$ cat src/rtl/blt_pkg.sv
// Shared types and helpers for the branch lookup table.
// Counter encodings double as the take/no-take predictor: bit 1 set means predict taken.
package blt_pkg;

    localparam int BLT_ADDR_WIDTH = 16;

    typedef enum logic [1:0] {
        STRONG_NT = 2'd0,
        WEAK_NT   = 2'd1,
        WEAK_T    = 2'd2,
        STRONG_T  = 2'd3
    } cnt_t;

    function automatic cnt_t sat_inc(input cnt_t c);
        return (c == STRONG_T) ? STRONG_T : cnt_t'(c + 2'd1);
    endfunction

    function automatic cnt_t sat_dec(input cnt_t c);
        return (c == STRONG_NT) ? STRONG_NT : cnt_t'(c - 2'd1);
    endfunction

endpackage

$ cat src/rtl/blt_entry.sv
// One branch lookup table entry: key/target/confidence registers and both key compares.
module blt_entry
    import blt_pkg::*;
#(
    parameter int ADDR_WIDTH = BLT_ADDR_WIDTH
) (
    input  logic                  clk,
    input  logic                  reset,
    input  logic                  write,
    input  logic [ADDR_WIDTH-1:0] write_key,
    input  logic [ADDR_WIDTH-1:0] write_val,
    input  logic                  hit,
    input  logic                  alloc,
    input  logic [ADDR_WIDTH-1:0] read_key,
    output logic                  valid,
    output logic                  read_match,
    output logic                  write_match,
    output logic                  taken,
    output logic [ADDR_WIDTH-1:0] val
);

    logic [ADDR_WIDTH-1:0] key;
    cnt_t                  cnt;

    assign read_match  = valid && (key == read_key);
    assign write_match = valid && (key == write_key);
    assign taken       = cnt[1];

    // alloc is only raised by the top when no entry matches write_key
    always_ff @(posedge clk or negedge reset) begin
        if (!reset) begin
            valid <= 1'b0;
            key   <= '0;
            val   <= '0;
            cnt   <= STRONG_NT;
        end else if (write) begin
            if (write_match) begin
                if (hit) begin
                    val <= write_val;
                    cnt <= sat_inc(cnt);
                end else begin
                    cnt <= sat_dec(cnt);
                end
            end else if (alloc) begin
                valid <= 1'b1;
                key   <= write_key;
                val   <= write_val;
                cnt   <= WEAK_T;
            end
        end
    end

endmodule

$ cat src/rtl/blt.sv
// Fully associative branch lookup table for fetch: zero-latency predict, EX-stage update.
// Free slots fill lowest-index first; once full, entries are evicted round-robin by rp.
module blt
    import blt_pkg::*;
#(
    parameter int ADDR_WIDTH = BLT_ADDR_WIDTH,
    parameter int DEPTH      = 8
) (
    input  logic                  clk,
    input  logic                  reset,
    input  logic                  write,
    input  logic [ADDR_WIDTH-1:0] write_key,
    input  logic [ADDR_WIDTH-1:0] write_val,
    input  logic                  hit,
    input  logic [ADDR_WIDTH-1:0] read_key,
    output logic [ADDR_WIDTH-1:0] read_val,
    output logic                  read_valid
);

    localparam int IDX_W = $clog2(DEPTH);

    logic [DEPTH-1:0]      valid_vec;
    logic [DEPTH-1:0]      rmatch;
    logic [DEPTH-1:0]      wmatch;
    logic [DEPTH-1:0]      taken;
    logic [DEPTH-1:0]      alloc_vec;
    logic [ADDR_WIDTH-1:0] val_arr [DEPTH];

    logic [IDX_W-1:0]      rp;
    logic [IDX_W-1:0]      free_idx;
    logic [IDX_W-1:0]      alloc_idx;
    logic                  any_free;
    logic                  do_alloc;

    for (genvar g = 0; g < DEPTH; g++) begin : g_entry
        blt_entry #(.ADDR_WIDTH(ADDR_WIDTH)) u_entry (
            .clk         (clk),
            .reset       (reset),
            .write       (write),
            .write_key   (write_key),
            .write_val   (write_val),
            .hit         (hit),
            .alloc       (alloc_vec[g]),
            .read_key    (read_key),
            .valid       (valid_vec[g]),
            .read_match  (rmatch[g]),
            .write_match (wmatch[g]),
            .taken       (taken[g]),
            .val         (val_arr[g])
        );
    end

    // Scan from the top so the lowest invalid index wins.
    always_comb begin
        free_idx = '0;
        any_free = 1'b0;
        for (int i = DEPTH - 1; i >= 0; i--) begin
            if (!valid_vec[i]) begin
                free_idx = IDX_W'(i);
                any_free = 1'b1;
            end
        end
    end

    assign do_alloc  = write && hit && !(|wmatch);
    assign alloc_idx = any_free ? free_idx : rp;
    assign alloc_vec = do_alloc ? (DEPTH'(1) << alloc_idx) : '0;

    // Keys are unique, so the one-hot OR-mux never merges two entries.
    always_comb begin
        read_val   = '0;
        read_valid = 1'b0;
        for (int i = 0; i < DEPTH; i++) begin
            if (rmatch[i]) begin
                read_val   = read_val | val_arr[i];
                read_valid = read_valid | taken[i];
            end
        end
    end

    always_ff @(posedge clk or negedge reset) begin
        if (!reset) begin
            rp <= '0;
        end else if (do_alloc && !any_free) begin
            rp <= rp + 1'b1;
        end
    end

endmodule

$ cat config.mk
export PLATFORM = sky130hd
export DESIGN_NAME = blt
export DESIGN_NICKNAME = d
export VERILOG_FILES = /design/src/rtl/blt_pkg.sv /design/src/rtl/blt_entry.sv /design/src/rtl/blt.sv
export SDC_FILE = /design/constraint.sdc
export NUM_CORES = 1
export LEC_CHECK = 0
export BUFFER_PORTS_ARGS = -buffer_cell sky130_fd_sc_hd__buf_4
export CAP_MARGIN = 20
export CORE_UTILIZATION = 50
export DETAILED_ROUTE_END_ITERATION = 10
export PLACE_DENSITY_LB_ADDON = 0.12
export SYNTH_ARGS = -nofsm -noshare
export SYNTH_HDL_FRONTEND = slang
export SYNTH_SLANG_ARGS = --single-unit
export TNS_END_PERCENT = 100
$ cat constraint.sdc
create_clock -name clk -period 6.4 [get_ports clk]
set_clock_uncertainty 0.1 [all_clocks]
set_input_delay 1.92 -clock clk [delete_from_list [all_inputs] [get_ports clk]]
set_output_delay 1.92 -clock clk [all_outputs]
set_load 0.02 [all_outputs]
==> reports/results.ini, run 1 <==
[outcome]
status = finished clean

[clock_network]
clockBufferDepth = 3
path_clk_slew_ps = 60
cts_root_buf = clkbuf_16
cts_tree = done
postCtsSetupBuffers = 0
cts_buffers = 34
cts_sinks = 283
clk_latency_ps = 520
htree_levels = 2
cts_resized = 0
cts_hold_buf = 0

[placed_design]
gp_congestion = 0.867
hpwl_mm = 26.7
port_buffers = 68

[logic_synthesis]
yosys-top-cells-area = dfrtp_1 (46%), mux2_2 (12%), xnor2_1 (7.4%), xor2_1 (7.3%), mux2_1 (4.2%)
synth-main-ff-cell = dfrtp_1
netlist_area_um2 = 15500
synth_cell_types = 59
yosys.area.top_type = dfrtp_1
synth-seq-cells = 283
yosysMostFrequentCell = dfrtp_1
syn_inst = 1281
synth.top_cell.area_share_pct = 45.8
yosys-top-cells-count = dfrtp_1 (283), mux2_2 (170), xnor2_1 (131)
synth-seq-area-share_pct = 45.8
async_flop_share_pct = 100
avgSynthCellArea_um2 = 12.1
ys_warn_count = 0
synth_edf_count = 0
syn_nets = 1334

[sta]
worst_pin_slew_ps = 885
maxSlewViolCount = 0
holdWs_ps = 391
rsz0062_at_grt = false
period_share_pct = 93.3
tns_ps = 0
timing.final.hold_violations = 0
relSlewSlack_pct = 41.0
timing.fmax_mhz = 167
finalSetupViolations = 0
finalCriticalPeriod_ps = 5970

[power]
power_density_nw_per_um2 = 451
p_leak_nw = 7.50
peakVddDrop_v = 0.000304

[worst_setup_path]
cp-start-kind = primary input
cp.arrival_ps = 3950
crit_path_max_fanout = 15
cp-end-kind = output pin
required_ps = 4380
r2r_slack_ps = 2720
worst-setup-path-type = primary input to output pin

[die]
die_h_um = 178
die_area_um2 = 31600
start_util_pct = 51.4
rows = 63
num_io_pins = 69
die_x_um = 178
core_um2 = 30000

[run]
cap_violations = 0

[detailed_routing]
num_vias = 10417
avgRoutedWirePerCell_um = 24.0
met3_length_mm = 1.70
vias_per_cell = 6.02
final_antenna_net_count = 0
drt_iter0_drc = 757
drcViolationCount = 0
routed-wl-met2_mm = 19.9
met1_length_mm = 18.5
totalWireLength_mm = 41.5
highest_layer = met4
drt-pass1-iter-count = 5

[grt]
grt_use_total_pct = 27.2
grt_max_degree = 120
grt_pass1_wl_mm = 64.0
grt_pass1_vias = 10525
antenna_found_initial = 0
grt-ovfl-total = 0

[layout]
syn_to_final_growth_pct = 11.9
nFillCells = 2558
diodes = 0
nNetsFinal = 1370
drive_above_1_share_pct = 28.9

[min_path]
hp-class = flip-flop to flip-flop

power by group:
group | internal, mW | switching, mW
clock | 1.15 | 0.775
combinational | 1.42 | 1.13
sequential | 2.61 | 0.715
per-stage QoR:
stage               cells  util, %  worst slack, ps  total power [mW]  instance area (um^2)
finish               1731     57.6              427              7.80                 17300
detailed placement   1669     53.8              476              5.90                 16200
global placement     1669     53.8              540              5.82                 16200
CTS                  1729     57.5              468              7.85                 17300
floorplan            1281        -              204              5.27                 15500
global route         1731     57.6              347              8.26                 17300
sequential cells by signal, indices dropped and copies added (netlist names):
name                   count
rp                         3
g_entry.u_entry.valid      8
g_entry.u_entry.cnt       16
g_entry.u_entry.key      128
g_entry.u_entry.val      128
kinds of logic (layout without fill, tap and decap cells):
family / count (synthesis) / count (layout) / share of synthesized area (%)
DFF: 283 / 283 / 45.8
xor gates and xnor gates: 259 / 259 / 14.7
muxes: 257 / 257 / 19.5
and+or+nand+nor: 224 / 224 / 8.42
AOI/OAI and AO/OA: 159 / 159 / 8.01
buffers and inverters: 98 / 158 / 3.51
adders and majority gates: 1 / 1 / 0.0810
cell usage in the layout, fill, tap and decap left out, types with 24 or more instances in the layout:
master	Yosys	final
nand3_1	24	24
dfrtp_1	283	283
xnor2_1	131	131
mux2_1	57	57
clkbuf_16	0	34
nor4_1	34	28
xor2_1	128	128
buf_4	14	75
a22oi_1	34	34
nand2_1	32	32
mux2_2	170	170
mux2_4	30	30
nand4_1	40	40
per-layer routing:
layer | track usage [%] | up-vias
met5 | 0 | -
met4 | 9.97 | 0
met3 | 3.38 | 85
met2 | 45.1 | 262
met1 | 36.6 | 5388
li1 | - | 4682
area by class of cell:
cell class	instances	area [um^2]	area share, %
Sequential cell	283	7080	41.0
Tap cell	390	488	2.82
Timing Repair Buffer	81	654	3.78
Clock buffer	48	1010	5.86
Clock inverter	12	111	0.644
Inverter	17	63.8	0.369
Multi-Input combinational cell	900	7880	45.6
worst max-delay path: stages:
cell      delay [ps]
buf_4            180
xor2_1           150
nor4_1           320
nand4_1          150
nor4_2           460
buf_4            370
a221oi_1         120
nand3_1          120
buf_4            150
path summary, 6_finish.rpt:
check | from | end | depth (start not counted)
min reg2reg | g_entry[4].u_entry.val[11] | g_entry[4].u_entry.val[11] | 1
max | read_key[11] | read_val[7] | 9
min in group asynchronous | reset | g_entry[1].u_entry.val[14] | 1
max reg2reg | g_entry[3].u_entry.key[12] | g_entry[4].u_entry.val[4] | 8
min | g_entry[4].u_entry.val[11] | g_entry[4].u_entry.val[11] | 1
max in group asynchronous | reset | g_entry[1].u_entry.val[6] | 2
No activity file was read; power rests on OpenSTA's default activity.
==> run 2: changes to the inputs <==
Settings changed: PLACE_DENSITY from default to 0.67, PLACE_DENSITY_LB_ADDON 0.12 to default.
==> run 2 against run 1 <==
  * Design area increased by 0.11%
  * Count of clock-buffer cells in the layout is 3 higher
  * Hold slack got worse by 3.2 ps
  * Critical path type unchanged
  * Combinational power about the same
  * Sequential share of layout area about the same
  * Core utilization up 0.062 points
  * Die area did not move
  * Highest routed layer unchanged
  * Clock power is 4% higher
  * Global-route usage fell by 1.1 points
==> reports/results.ini, run 2 (synthesized netlist as in run 1, its figures left out) <==
[layout]
final_util_pct = 57.6  ; +0.062 points
drive_above_1_share_pct = 28.5  ; -0.32 points
finalInstanceArea_um2 = 17300  ; +0.11%
nNetsFinal = 1370  ; unchanged
syn_to_final_growth_pct = 12.0
final_cell_mix = dfrtp_1 (283), mux2_2 (170), xnor2_1 (131)
final_common_cell = dfrtp_1
diodes = 0  ; unchanged
top_regs = g_entry.u_entry.key: 128 flops, g_entry.u_entry.val: 128 flops, g_entry.u_entry.cnt: 16 flops

[detailed_routing]
drt_iter0_drc = 648  ; -14%
drt-pass1-iter-count = 5  ; unchanged
final_antenna_net_count = 0  ; unchanged
vias_per_cell = 6.04  ; +0.36%
highest_layer = met4
routed-wl-met2_mm = 19.2  ; -3.6%
drcViolationCount = 0  ; unchanged
avgRoutedWirePerCell_um = 23.3  ; -2.8%
totalWireLength_mm = 40.4  ; -2.7%
met3_length_mm = 2.14  ; +26%
met1_length_mm = 17.8  ; -3.9%
num_vias = 10461  ; +0.42%

[grt]
grt_max_degree = 124  ; +3.3%
grt_pass1_vias = 10585  ; +0.57%
grt_pass1_wl_mm = 62.4  ; -2.5%
grt_use_total_pct = 26.2  ; -1.1 points
antenna_found_initial = 0  ; unchanged
grt-ovfl-total = 0  ; unchanged

[power]
p_leak_nw = 7.51  ; +0.21%
peakVddDrop_v = 0.000275  ; -9.6%
power_density_nw_per_um2 = 457  ; +1.2%

[worst_setup_path]
crit_top_cell = buf_4
slowest_delay_ps = 360  ; -100 ps
cp_slowest_cell = nor4_1
worst-setup-path-type = primary input to output pin
cp.arrival_ps = 3950  ; about the same
cp-end-kind = output pin
crit_path_max_fanout = 17  ; +2
required_ps = 4380  ; about the same
cp-start-kind = primary input
worstPathCellList = buf_4, xor2_1, nor4_1, nand4_1, nor4_2, buf_4, a22o_1, a221oi_1, nand3_1, buf_4

[placed_design]
gp_congestion = 0.899  ; +3.6%
place_area_um2 = 16100  ; about the same
port_buffers = 68  ; unchanged
hpwl_mm = 26.4  ; -1.2%

[clock_network]
cts_tree = done
cts_buffers = 34  ; unchanged
postCtsSetupBuffers = 0  ; unchanged
cts_root_buf = clkbuf_16
cts_hold_buf = 0  ; unchanged
clockBufferDepth = 3  ; unchanged
cts_sinks = 283  ; unchanged
clk_latency_ps = 510  ; about the same
cts_resized = 0  ; unchanged
htree_levels = 2  ; unchanged
path_clk_slew_ps = 60  ; about the same

[die]
start_util_pct = 51.4  ; unchanged
die_area_um2 = 31600  ; unchanged
core_um2 = 30000  ; unchanged
rows = 63  ; unchanged
die_x_um = 178  ; unchanged
die_h_um = 178  ; unchanged
num_io_pins = 69  ; unchanged

[sta]
timing.final.hold_violations = 0  ; unchanged
relSlewSlack_pct = 31.1  ; -10 points
rsz0062_at_grt = false
tns_ps = 0  ; unchanged
timing.fmax_mhz = 168  ; +0.13%
holdWs_ps = 388  ; -3.20 ps
finalSetupViolations = 0  ; unchanged
worst_pin_slew_ps = 1030  ; +145 ps
maxSlewViolCount = 0  ; unchanged
period_share_pct = 93.2  ; -0.12 points
finalCriticalPeriod_ps = 5970  ; -7.52 ps

[min_path]
hp-class = flip-flop to flip-flop

[outcome]
status = finished clean

[run]
cap_violations = 0  ; unchanged

[run 2: area by class of cell]
type | instances | area [um^2]
fill | 2471 | 12700
multi-input combinational | 900 | 7880
sequential | 283 | 7080
clock buffer | 51 | 1040
timing repair buffer | 81 | 628
tap | 390 | 488
clock inverter | 10 | 131
inverter | 17 | 63.8
[run 2: power by group]
| group | internal [mW] | switching, mW |
|---|---|---|
| Sequential | 2.61 | 0.723 |
| Combinational | 1.42 | 1.15 |
| Clock | 1.24 | 0.757 |
| Total | 5.28 | 2.63 |
[run 2: path summary, 6_finish.rpt]
check                                           start  depth (start not counted)  slack, ps                         end
max                                      read_key[12]                         10        430                 read_val[0]
min                        g_entry[4].u_entry.val[13]                          1        390  g_entry[4].u_entry.val[13]
max reg2reg                 g_entry[2].u_entry.key[1]                          8       2720   g_entry[2].u_entry.val[7]
min reg2reg                g_entry[4].u_entry.val[13]                          1        390  g_entry[4].u_entry.val[13]
max in group asynchronous                       reset                          2       3620   g_entry[4].u_entry.key[7]
min in group asynchronous                       reset                          1       1330  g_entry[6].u_entry.val[15]
[run 2: layer usage]
metal / GRT usage, % / vias up
met5: 0.321 / -
met4: 8.40 / 0
met3: 3.58 / 93
met2: 43.2 / 307
met1: 35.5 / 5371
li1: - / 4690
[run 2: worst max-delay path: cells and delay by family]
family	cells	cell delay (ps)
compound gates	2	230
xor+xnor	1	160
buf+inv	3	660
simple gates	4	940
[run 2: through the flow]
stage	power [mW]	instances	worst slack [ps]
6_report	7.90	1732	434
5_1_grt	8.34	1732	383
4_1_cts	7.94	1732	500
3_5_place_dp	5.91	1671	497
3_3_place_gp	5.82	1671	498
2_1_floorplan	5.27	1281	204
